`config.mk`:
```
export PLATFORM = sky130hd
export DESIGN_NAME = basilisk_reg_scoreboard
export DESIGN_NICKNAME = d
export VERILOG_FILES = /design/src/rtl/basilisk_reg_scoreboard.sv
export SDC_FILE = /design/constraint.sdc
export NUM_CORES = 1
export LEC_CHECK = 0
export BUFFER_PORTS_ARGS = -buffer_cell sky130_fd_sc_hd__clkbuf_2
export CAP_MARGIN = 20
export CORE_UTILIZATION = 53
export DETAILED_ROUTE_END_ITERATION = 7
export GPL_TIMING_DRIVEN = 0
export PLACE_DENSITY = 0.68
export SLEW_MARGIN = 20
export SYNTH_ARGS = -nofsm -noshare
export SYNTH_HDL_FRONTEND = slang
export SYNTH_SLANG_ARGS = --single-unit
```
`constraint.sdc`:
```
create_clock -name clk -period 4.6 [get_ports clk]
set_input_delay 0.46 -clock clk [delete_from_list [all_inputs] [get_ports clk]]
set_output_delay 0.46 -clock clk [all_outputs]
set_load 0.05 [all_outputs]
```
`src/rtl/basilisk_reg_scoreboard.sv`:
```
// Per-register pending-write scoreboard for the basilisk FP/vector register file.
// Counts issued-but-not-written-back writes and drives the decode dependency status bits.
module basilisk_reg_scoreboard #(
    parameter int unsigned NUM_REGS    = 32,
    parameter int unsigned COUNT_WIDTH = 2
) (
    input  logic       clk,
    input  logic       rst_n,

    input  logic [4:0] query_rd_addr,
    input  logic [4:0] query_rs1_addr,
    input  logic [4:0] query_rs2_addr,
    input  logic [4:0] query_rs3_addr,
    output logic       rd_status,
    output logic       rs1_status,
    output logic       rs2_status,
    output logic       rs3_status,

    input  logic       issue_valid,
    input  logic       issue_writes_rd,
    input  logic [4:0] issue_rd_addr,

    input  logic       wb0_valid,
    input  logic [4:0] wb0_addr,
    input  logic       wb1_valid,
    input  logic [4:0] wb1_addr,

    output logic       idle,
    output logic       overflow_error,
    output logic       underflow_error
);

    localparam int unsigned SUM_W = COUNT_WIDTH + 2;
    localparam logic [COUNT_WIDTH-1:0] CNT_MAX = {COUNT_WIDTH{1'b1}};
    localparam logic signed [SUM_W-1:0] SUM_MAX = $signed({2'b00, CNT_MAX});
    localparam logic signed [SUM_W-1:0] SUM_ONE = $signed(SUM_W'(1));

    logic [COUNT_WIDTH-1:0] count_q [NUM_REGS];
    logic [COUNT_WIDTH-1:0] count_d [NUM_REGS];
    logic                   overflow_q, overflow_d;
    logic                   underflow_q, underflow_d;
    logic signed [SUM_W-1:0] net;

    // Clamp is applied to the net of all same-cycle events, so issue+writeback cancels cleanly.
    always_comb begin
        overflow_d  = overflow_q;
        underflow_d = underflow_q;
        net         = '0;
        for (int r = 0; r < NUM_REGS; r++) begin
            net = $signed({2'b00, count_q[r]});
            if (issue_valid && issue_writes_rd && (issue_rd_addr == 5'(r))) begin
                net = net + SUM_ONE;
            end
            if (wb0_valid && (wb0_addr == 5'(r))) begin
                net = net - SUM_ONE;
            end
            if (wb1_valid && (wb1_addr == 5'(r))) begin
                net = net - SUM_ONE;
            end
            if (net[SUM_W-1]) begin
                count_d[r]  = '0;
                underflow_d = 1'b1;
            end else if (net > SUM_MAX) begin
                count_d[r]  = CNT_MAX;
                overflow_d  = 1'b1;
            end else begin
                count_d[r]  = net[COUNT_WIDTH-1:0];
            end
        end
    end

    always_ff @(posedge clk or negedge rst_n) begin
        if (!rst_n) begin
            for (int r = 0; r < NUM_REGS; r++) begin
                count_q[r] <= '0;
            end
            overflow_q  <= 1'b0;
            underflow_q <= 1'b0;
        end else begin
            for (int r = 0; r < NUM_REGS; r++) begin
                count_q[r] <= count_d[r];
            end
            overflow_q  <= overflow_d;
            underflow_q <= underflow_d;
        end
    end

    // Out-of-range addresses match no entry and read as zero, so their status is 1.
    function automatic logic [COUNT_WIDTH-1:0] count_of(input logic [4:0] addr);
        logic [COUNT_WIDTH-1:0] c;
        c = '0;
        for (int r = 0; r < NUM_REGS; r++) begin
            if (addr == 5'(r)) begin
                c = count_q[r];
            end
        end
        return c;
    endfunction

    always_comb begin
        rd_status  = (count_of(query_rd_addr) != CNT_MAX);
        rs1_status = (count_of(query_rs1_addr) == '0);
        rs2_status = (count_of(query_rs2_addr) == '0);
        rs3_status = (count_of(query_rs3_addr) == '0);
    end

    always_comb begin
        idle = 1'b1;
        for (int r = 0; r < NUM_REGS; r++) begin
            if (count_q[r] != '0) begin
                idle = 1'b0;
            end
        end
    end

    assign overflow_error  = overflow_q;
    assign underflow_error = underflow_q;

endmodule

```
Yosys cells after proc, flatten, opt, wreduce, memory -nomap -nowiden. Index checks and enable logic that the tools add are counted.

$add $sub $neg: 96. Multiply operators: 0. Div/mod/pow operators: 0. Order comparisons: 32. Equal/unequal tests: 218. Shift operators: 0. Multiplexer cells: 416. Bitwise operators: 0. Reductions and logical operators: 140.

Operators by type and width (number): == test 5 bit, second input constant (112); 2-to-1 mux 2 bit (192); == test 5 x 4 -> 1 bit, second input constant (56); 2-to-1 mux 4 bit (64); subtractor 4 x 2 -> 4 bit, second input constant (64); == test 5 x 3 -> 1 bit, second input constant (28); > comparator 4 x 3 -> 1 bit, second input constant (32); 2-to-1 mux 1 bit (128); logical AND 1 bit (97); adder 2 x 1 -> 3 bit, second input constant (32); 2-to-1 mux 3 bit (32); == test 5 x 2 -> 1 bit, second input constant (14); nonzero test 2 bit (32); == test 5 x 1 -> 1 bit, second input constant (7); zero test 5 bit (7); nonzero test 32 bit (1); zero test 2 bit (3); != test 2 bit, second input constant (1).

Register bits after elaboration: 66. Latch bits: 0. Bits in writable memories: 0. Memory bits (read-only): 0. Output and inout port bits: 7. Memories kept: 0.

Logic depth before layout (Yosys ltp). Gate-level depths: netlist (run 1).

Word-level depth: 72. Depth in mapped cells: 17. Gate-level depth less buffers: 16.

Worst setup path before layout (run 1). Ideal clock, no wire load.

Path type: input-to-reg. From: in issue_rd_addr[2]. To: reg overflow_q, in the netlist overflow_error. Setup time: 139 ps. Arrival time: 3961 ps. Setup slack: 500 ps. Cell stages on the path: 14. Buffers on the path: 2. Path through: nand3b_1 > buf_2 > buf_1 > nor3_1 > mux2i_1 > ha_1 > or3_1 > o221ai_1 > o211a_1 > a21bo_2 > o211ai_1 > o2111ai_1 > or4_1 > or4_1.

Cells in the longest elaborated chain, start to end: 72. Elaborated cells on any way between the ends: 320.

RTL lines: from (decl) (line 21) `input logic [4:0] issue_rd_addr,`; zero test 5 bit (line 51) `if (issue_valid && issue_writes_rd && (issue_rd_addr == 5'(r))) begin`; logical AND 1 bit (line 51); 2-to-1 mux 3 bit (line 51); subtractor 4 x 2 -> 4 bit (line 55) `net = net - SUM_ONE;`; 2-to-1 mux 4 bit (line 54) `if (wb0_valid && (wb0_addr == 5'(r))) begin`; subtractor 4 x 2 -> 4 bit (line 58) `net = net - SUM_ONE;`; 2-to-1 mux 4 bit (line 57) `if (wb1_valid && (wb1_addr == 5'(r))) begin`; > comparator 4 x 3 -> 1 bit (line 63) `end else if (net > SUM_MAX) begin`; [57 not listed]; 2-to-1 mux 1 bit (line 60) `if (net[SUM_W-1]) begin`; 2-to-1 mux 1 bit (line 63); 2-to-1 mux 1 bit (line 60); 2-to-1 mux 1 bit (line 63); 2-to-1 mux 1 bit (line 60); 2-to-1 mux 1 bit (line 63); 2-to-1 mux 1 bit * (line 60); via overflow_d (line 40) `logic overflow_q, overflow_d;`; to (signal assigned) (line 83) `overflow_q <= overflow_d;`; to (decl) (line 40).

The timed path passes the listed nets; every way through them passes the cells marked *. A chain may end at the register's enable or synchronous reset.

Worst setup path after layout (run 1).
From: in wb0_addr[3]. To: reg overflow_q, in the netlist overflow_error.

Cells in the longest elaborated chain, start to end: 70. Elaborated cells on any way between the ends: 256.

RTL lines: from (decl) (line 24) `input logic [4:0] wb0_addr,`; zero test 5 bit (line 54); logical AND 1 bit (line 54); 2-to-1 mux 4 bit (line 54); subtractor 4 x 2 -> 4 bit (line 58); 2-to-1 mux 4 bit (line 57); > comparator 4 x 3 -> 1 bit (line 63); 2-to-1 mux 1 bit (line 63); 2-to-1 mux 1 bit (line 60); [55 not listed]; 2-to-1 mux 1 bit (line 60); 2-to-1 mux 1 bit (line 63); 2-to-1 mux 1 bit (line 60); 2-to-1 mux 1 bit (line 63); 2-to-1 mux 1 bit (line 60); 2-to-1 mux 1 bit (line 63); 2-to-1 mux 1 bit * (line 60); via overflow_d (line 40).

Marks and branches as above.

==> flow_summary.json, run 1 <==
{
  "critPathRequiredTime_ns": 4.81,
  "synth-main-ff-cell": "dfrtp_1",
  "fin_skew_ns": 0.0147,
  "yosysUniqueCellTypes": 100,
  "drt_first_pass_iters": 8,
  "period_needed_ns": 4.53,
  "grt_start_max_net_pins": 43,
  "syn_area_per_cell_um2": 7.29,
  "finalHoldViolations": 0,
  "dp_hpwl_um": 47000,
  "clk_pin_slew_ns": 0.07,
  "gp_congestion": 1.09,
  "antenna_left": 0,
  "rrSetupSlack_ns": 0.08,
  "postLayoutCoreUtil_pct": 58.7,
  "critPathArrivalTime_ns": 4.74,
  "drtIter0Drc": 2017,
  "maxSlewViolCount": 0,
  "cts_hold_buf": 0,
  "cap_violations": 0,
  "antenna_found_initial": 1,
  "ys_warn_count": 0,
  "worst-path-max-fanout": 6,
  "grt.overflow.total": 0,
  "drcViolationCount": 0,
  "syn_area_um2": 13600,
  "cts_tree": "yes",
  "critPathCaptureType": "flop",
  "antenna_cells": 0,
  "final-setup-viol-count": 0,
  "max_freq_ghz": 0.221,
  "avgRoutedWirePerCell_um": 26.2,
  "multi_input_comb_area_um2": 11300,
  "tightest_slew_ns": 1.22,
  "p_leak_nw": 5.84,
  "drive_above_1_share_pct": 10.8,
  "core_um2": 25200,
  "track_usage_pct": 44.4,
  "slew_headroom_pct": 17.3,
  "ys_ff_latch": 66,
  "p_per_area_nw_per_um2": 504,
  "critPathLaunchType": "input port",
  "grt_pass1_wl_um": 86600,
  "insertion_delay_ns": 0.36,
  "drt-total-wl_um": 59000,
  "outcome": "completed",
  "synth_cells": 1866,
  "synth-seq-area-share_pct": 12.1,
  "std_cell_rows": 58,
  "viasPerCell": 6.89,
  "root_buffer": "clkbuf_16",
  "criticalPathCategory": "in -> reg",
  "cts_max_path_buffers": 2,
  "chipHeight_um": 162,
  "portBuffers": 38,
  "period_share_pct": 98.5,
  "min-delay-path-class": "in -> async",
  "vias": 15539,
  "rsz0062_at_grt": "false",
  "nets": 2087,
  "whs_ns": 0.0682,
  "async_flop_share_pct": 100,
  "num_io_pins": 48,
  "ir_drop_v": 0.000333,
  "h-tree-depth": 3,
  "initial_core_util_pct": 54.0,
  "area_delta_synth_final_pct": 8.68,
  "fillers": 2446,
  "cts.sinks": 66,
  "first_global_vias": 14173,
  "cts-buffers-inserted": 9,
  "dieArea_um2": 26300,
  "synth_edf_count": 0,
  "syn_nets": 2034,
  "fp.dieW_um": 162,
  "layout.area.seq_um2": 1660
}
==> cell families (layout without fill, tap and decap cells) <==
| family | count (synthesis) | count (layout) | share of synthesized area [%] |
|---|---|---|---|
| muxes | 102 | 102 | 8.66 |
| buffers and inverters | 196 | 254 | 5.95 |
| DFF | 66 | 66 | 12.1 |
| and+or+nand+nor | 719 | 719 | 27.0 |
| adders and majority gates | 127 | 127 | 11.7 |
| AOI/OAI and AO/OA | 496 | 496 | 24.1 |
| xor gates and xnor gates | 160 | 160 | 10.5 |
==> worst paths after layout <==
path / start / to / cells past startpoint
min in group clk: wb1_addr[2] / count_q[42] / 5
setup reg to reg: count_q[30] / overflow_error / 13
hold reg to reg: underflow_error / underflow_error / 5
setup / recovery: wb0_addr[3] / overflow_error / 12
max in group asynchronous: rst_n / count_q[3] / 2
hold / removal: rst_n / count_q[51] / 1
==> routing by layer <==
layer  vias to the layer above  track usage, %  share of wire (%)
met5                         -               0                  0
met4                         0            29.7                7.4
met3                       237            9.83                 12
met2                      1006            68.4                 43
met1                      7294            55.4                 38
li1                       7002               -                  -
==> through the flow <==
step           total power (W)  instances  TNS, ns  instance area (um^2)  setup slack (ns)
6_report               0.00745       2254        0                 14800            0.0708
5_1_grt                0.00786       2254        0                 14800            0.0147
4_1_cts                0.00717       2251        0                 14600            0.0120
3_5_place_dp           0.00625       2235   -0.646                 14200            -0.646
3_3_place_gp           0.00614       2234   -0.564                 14200            -0.564
2_1_floorplan          0.00456       1866        0                 13600             0.500
==> timing repair <==
action | in CTS | in global routing
setup endpoints to repair | 1 | 1
pin swaps | 0 | 4
setup buffers | 0 | 4
gates resized for setup | 14 | 39
==> worst max-delay path, stage by stage <==
cell,delay [ns]
clkbuf_2,0.12
nand4b_1,0.70
nor2_2,0.67
xor2_1,0.28
ha_1,0.19
nand2_1,0.06
xnor2_1,0.30
xnor2_2,0.23
o2bb2ai_1,0.18
or4_1,0.49
or4_4,0.53
or4_1,0.53
==> synth_stat cells (16+ instances only) <==
| cell | count | area, um^2 |
|---|---|---|
| a211oi_1 | 18 | 135 |
| a21oi_1 | 123 | 616 |
| a31oi_1 | 20 | 125 |
| buf_2 | 17 | 85.1 |
| clkbuf_1 | 71 | 267 |
| dfrtp_1 | 66 | 1650 |
| ha_1 | 127 | 1590 |
| inv_1 | 85 | 319 |
| mux2_2 | 36 | 405 |
| mux2i_1 | 57 | 571 |
| nand2_1 | 205 | 769 |
| nand2b_1 | 30 | 188 |
| nand3_1 | 47 | 235 |
| nand4_1 | 36 | 225 |
| nor2_1 | 180 | 676 |
| nor3_1 | 64 | 320 |
| nor4_1 | 20 | 125 |
| o211ai_1 | 18 | 135 |
| o21a_1 | 20 | 150 |
| o21ai_0 | 108 | 541 |
| o221ai_1 | 16 | 140 |
| o22ai_1 | 28 | 175 |
| o31ai_1 | 16 | 120 |
| xnor2_1 | 98 | 858 |
| xor2_1 | 59 | 517 |
==> cell type report <==
class	instances	area share, %
flip-flops and latches	66	11.2
clock inverters	5	0.728
repair buffers	43	1.69
well taps	330	2.79
plain buffers	108	3.36
multi-input cells	1604	76.2
clock buffers	11	1.71
inverters	87	2.28
==> power by group <==
group          switching (W)  internal [W]  leakage, nW
sequential          0.000752      0.000860        0.762
combinational        0.00309       0.00187         4.90
clock               0.000314      0.000564        0.177
total                0.00416       0.00329         5.84
==> state kept, by name, indices dropped and copies added (netlist names) <==
name,count
count_q,64
overflow_error,1
underflow_error,1
==> cell usage in the layout (no fill, tap or decap), drive strengths merged, types with 16 or more instances in the layout <==
cell type	count
mux2i	58
nor2	184
o31ai	17
o221ai	16
a31oi	20
xnor2	101
a21oi	124
a211oi	18
nor4	21
buf	43
nand3	50
dfrtp	66
nand4	36
nor3	70
o22ai	28
nand2	206
ha	127
nand2b	31
inv	87
clkbuf	119
mux2	36
o21a	20
o211ai	18
o21ai	110
xor2	59
No activity file was read; power rests on OpenSTA's default activity.
==> run 2, diff against run 1 <==
--- a/config.mk
+++ b/config.mk
@@ -9,4 +9,5 @@
 export CAP_MARGIN = 20
 export CORE_UTILIZATION = 53
+export CTS_BUF_LIST = sky130_fd_sc_hd__clkbuf_16
 export DETAILED_ROUTE_END_ITERATION = 7
 export GPL_TIMING_DRIVEN = 0
==> constraint.sdc (replaced) <==
create_clock -name clk -period 4.6 [get_ports clk]
set_input_delay 0.46 -clock clk [delete_from_list [all_inputs] [get_ports clk]]
set_output_delay 0.46 -clock clk [all_outputs]
set_load 0.005 [all_outputs]
==> run 2 against run 1 <==
Against the previous run: final cell count shrank 0.13%; worst setup slack lost 0.0032 ns; largest cell class unchanged; total power shrank 1.2%; sequential share of layout area is essentially flat; highest routed layer unchanged; count of clock-buffer cells in the layout shrank 2; clock skew is essentially flat; critical path depth is the same; hold slack lost 0.0058 ns; core utilization shrank 0.20 points; non-clock buffer count shrank 3; register-to-register slack gained 0.02 ns; critical path type unchanged.
==> flow_summary.json, run 2 (synthesis results as in run 1) <==
{
  "crit_path_frequent_cell": "or4_1",
  "slowest_delay_ns": 0.73,
  "antenna_cells": 0,
  "finalHoldViolations": 0,
  "layout_common_cells": "205 x nand2_1, 178 x nor2_1, 127 x ha_1",
  "period_needed_ns": 4.53,
  "rsz0062_at_grt": "false",
  "cts_tree": "yes",
  "stdcell_area_um2": 14700,
  "largest_reg_flops": 64,
  "path_cells": "clkbuf_2 > nand4b_1 > nor2_2 > xor2_1 > ha_1 > nand2_1 > xnor2_1 > xnor2_2 > o2bb2ai_1 > or4_1 > or4_4 > or4_1",
  "antenna_left": 0,
  "nets": 2084,
  "maxSlewViolCount": 0,
  "p_leak_nw": 5.81,
  "fp.dieW_um": 162,
  "root_buffer": "clkbuf_16",
  "criticalPathCategory": "in -> reg",
  "num_io_pins": 48,
  "h-tree-depth": 3,
  "std_cell_rows": 58,
  "chipHeight_um": 162,
  "ir_drop_v": 0.000336,
  "reg2regPathDepth": 13,
  "drtIter0Drc": 1884,
  "final-setup-viol-count": 0,
  "drt_first_pass_iters": 7,
  "final_cells": 2251,
  "cp_slowest_cell": "nand4b_1",
  "antenna_found_initial": 1,
  "fin_skew_ns": 0.0144,
  "tightest_slew_ns": 1.17,
  "grt.overflow.total": 0,
  "period_share_pct": 98.5,
  "cap_violations": 0,
  "cts_max_path_buffers": 2,
  "critPathRequiredTime_ns": 4.82,
  "p_per_area_nw_per_um2": 500,
  "vias": 15433,
  "portBuffers": 38,
  "drcViolationCount": 0,
  "dp_cells": 2235,
  "critPathCaptureType": "flop",
  "min-delay-path-class": "in -> async",
  "dp_hpwl_um": 47000,
  "grt_start_max_net_pins": 43,
  "drt-total-wl_um": 58900,
  "critPathArrivalTime_ns": 4.75,
  "cts-buffers-inserted": 9,
  "area_delta_synth_final_pct": 8.31,
  "avgRoutedWirePerCell_um": 26.2,
  "dieArea_um2": 26300,
  "initial_core_util_pct": 54.0,
  "grt_pass1_wl_um": 86700,
  "track_usage_pct": 44.4,
  "insertion_delay_ns": 0.36,
  "postLayoutCoreUtil_pct": 58.5,
  "viasPerCell": 6.86,
  "largest_register": "count_q",
  "critPathLaunchType": "input port",
  "gp_congestion": 1.09,
  "place_area_um2": 14200,
  "drive_above_1_share_pct": 10.5,
  "worst-path-max-fanout": 6,
  "final_common_cell": "nand2_1",
  "core_um2": 25200,
  "max_freq_ghz": 0.221,
  "outcome": "completed",
  "first_global_vias": 14229,
  "slew_headroom_pct": 21.0,
  "clk_pin_slew_ns": 0.06,
  "cts.sinks": 66
}
-- run 2: cell count changes in the layout (fill, tap and decap cells not counted), sizes merged --
cell,previous run,this run
clkbuf,119,117
inv,87,88
clkinvlp,2,1
clkinv,0,2
buf,43,40
-- run 2: what timing repair did --
| action | CTS | global route |
|---|---|---|
| buffers inserted | 0 | 1 |
| pin swaps | 0 | 4 |
| endpoints found under the setup margin | 1 | 1 |
| hold buffers | 0 | 0 |
| resized for setup | 14 | 37 |
-- run 2: area by class of cell --
class                           count  area, um^2
Fill cell                        2451       10400
Timing Repair Buffer               40         228
Clock buffer                        9         225
Multi-Input combinational cell   1604       11300
Tap cell                          330         413
Buffer                            108         497
Sequential cell                    66        1660
Clock inverter                      7         115
Inverter                           87         333
-- run 2: routing by layer --
metal / up-vias / global-route usage (%) / part of all wire (%)
met1: 7295 / 55.3 / 38
met4: 0 / 30.0 / 7.7
met3: 237 / 9.83 / 11
li1: 7001 / - / -
met5: - / 0 / 0
met2: 900 / 68.3 / 43
-- run 2: metrics by stage --
step | TNS (ns) | setup slack [ns] | power [W] | hold slack (ns)
CTS | 0 | 0.0120 | 0.00710 | 0.0754
finish | 0 | 0.0676 | 0.00736 | 0.0624
detailed placement | -0.646 | -0.646 | 0.00621 | 0.451
global route | 0 | 0.0119 | 0.00777 | 0.0963
global placement | -0.564 | -0.564 | 0.00609 | 0.776
floorplan | 0 | 0.500 | 0.00452 | 0.164
-- run 2: power by group --
part	internal (W)	total [W]	switching [W]	leakage [nW]
Sequential	0.000860	0.00160	0.000745	0.762
Clock	0.000531	0.000846	0.000315	0.166
Combinational	0.00187	0.00491	0.00304	4.89
-- run 2: path summary, 6_finish.rpt --
path,startpoint,endpoint,slack (ns)
hold reg to reg,underflow_error,underflow_error,0.84
max in group asynchronous,rst_n,count_q[4],3.90
hold / removal,rst_n,count_q[51],0.06
setup reg to reg,count_q[17],overflow_error,0.10
setup / recovery,wb0_addr[3],overflow_error,0.07
min in group clk,wb1_addr[2],count_q[14],0.79
-- run 2: critical path, delay by kind of cell --
| kind | cells | cell delay, ns |
|---|---|---|
| buffers and inverters | 1 | 0.12 |
| AOI/OAI and AO/OA | 1 | 0.17 |
| adders and majority gates | 1 | 0.19 |
| and+or+nand+nor | 6 | 3.00 |
| xor gates and xnor gates | 3 | 0.81 |
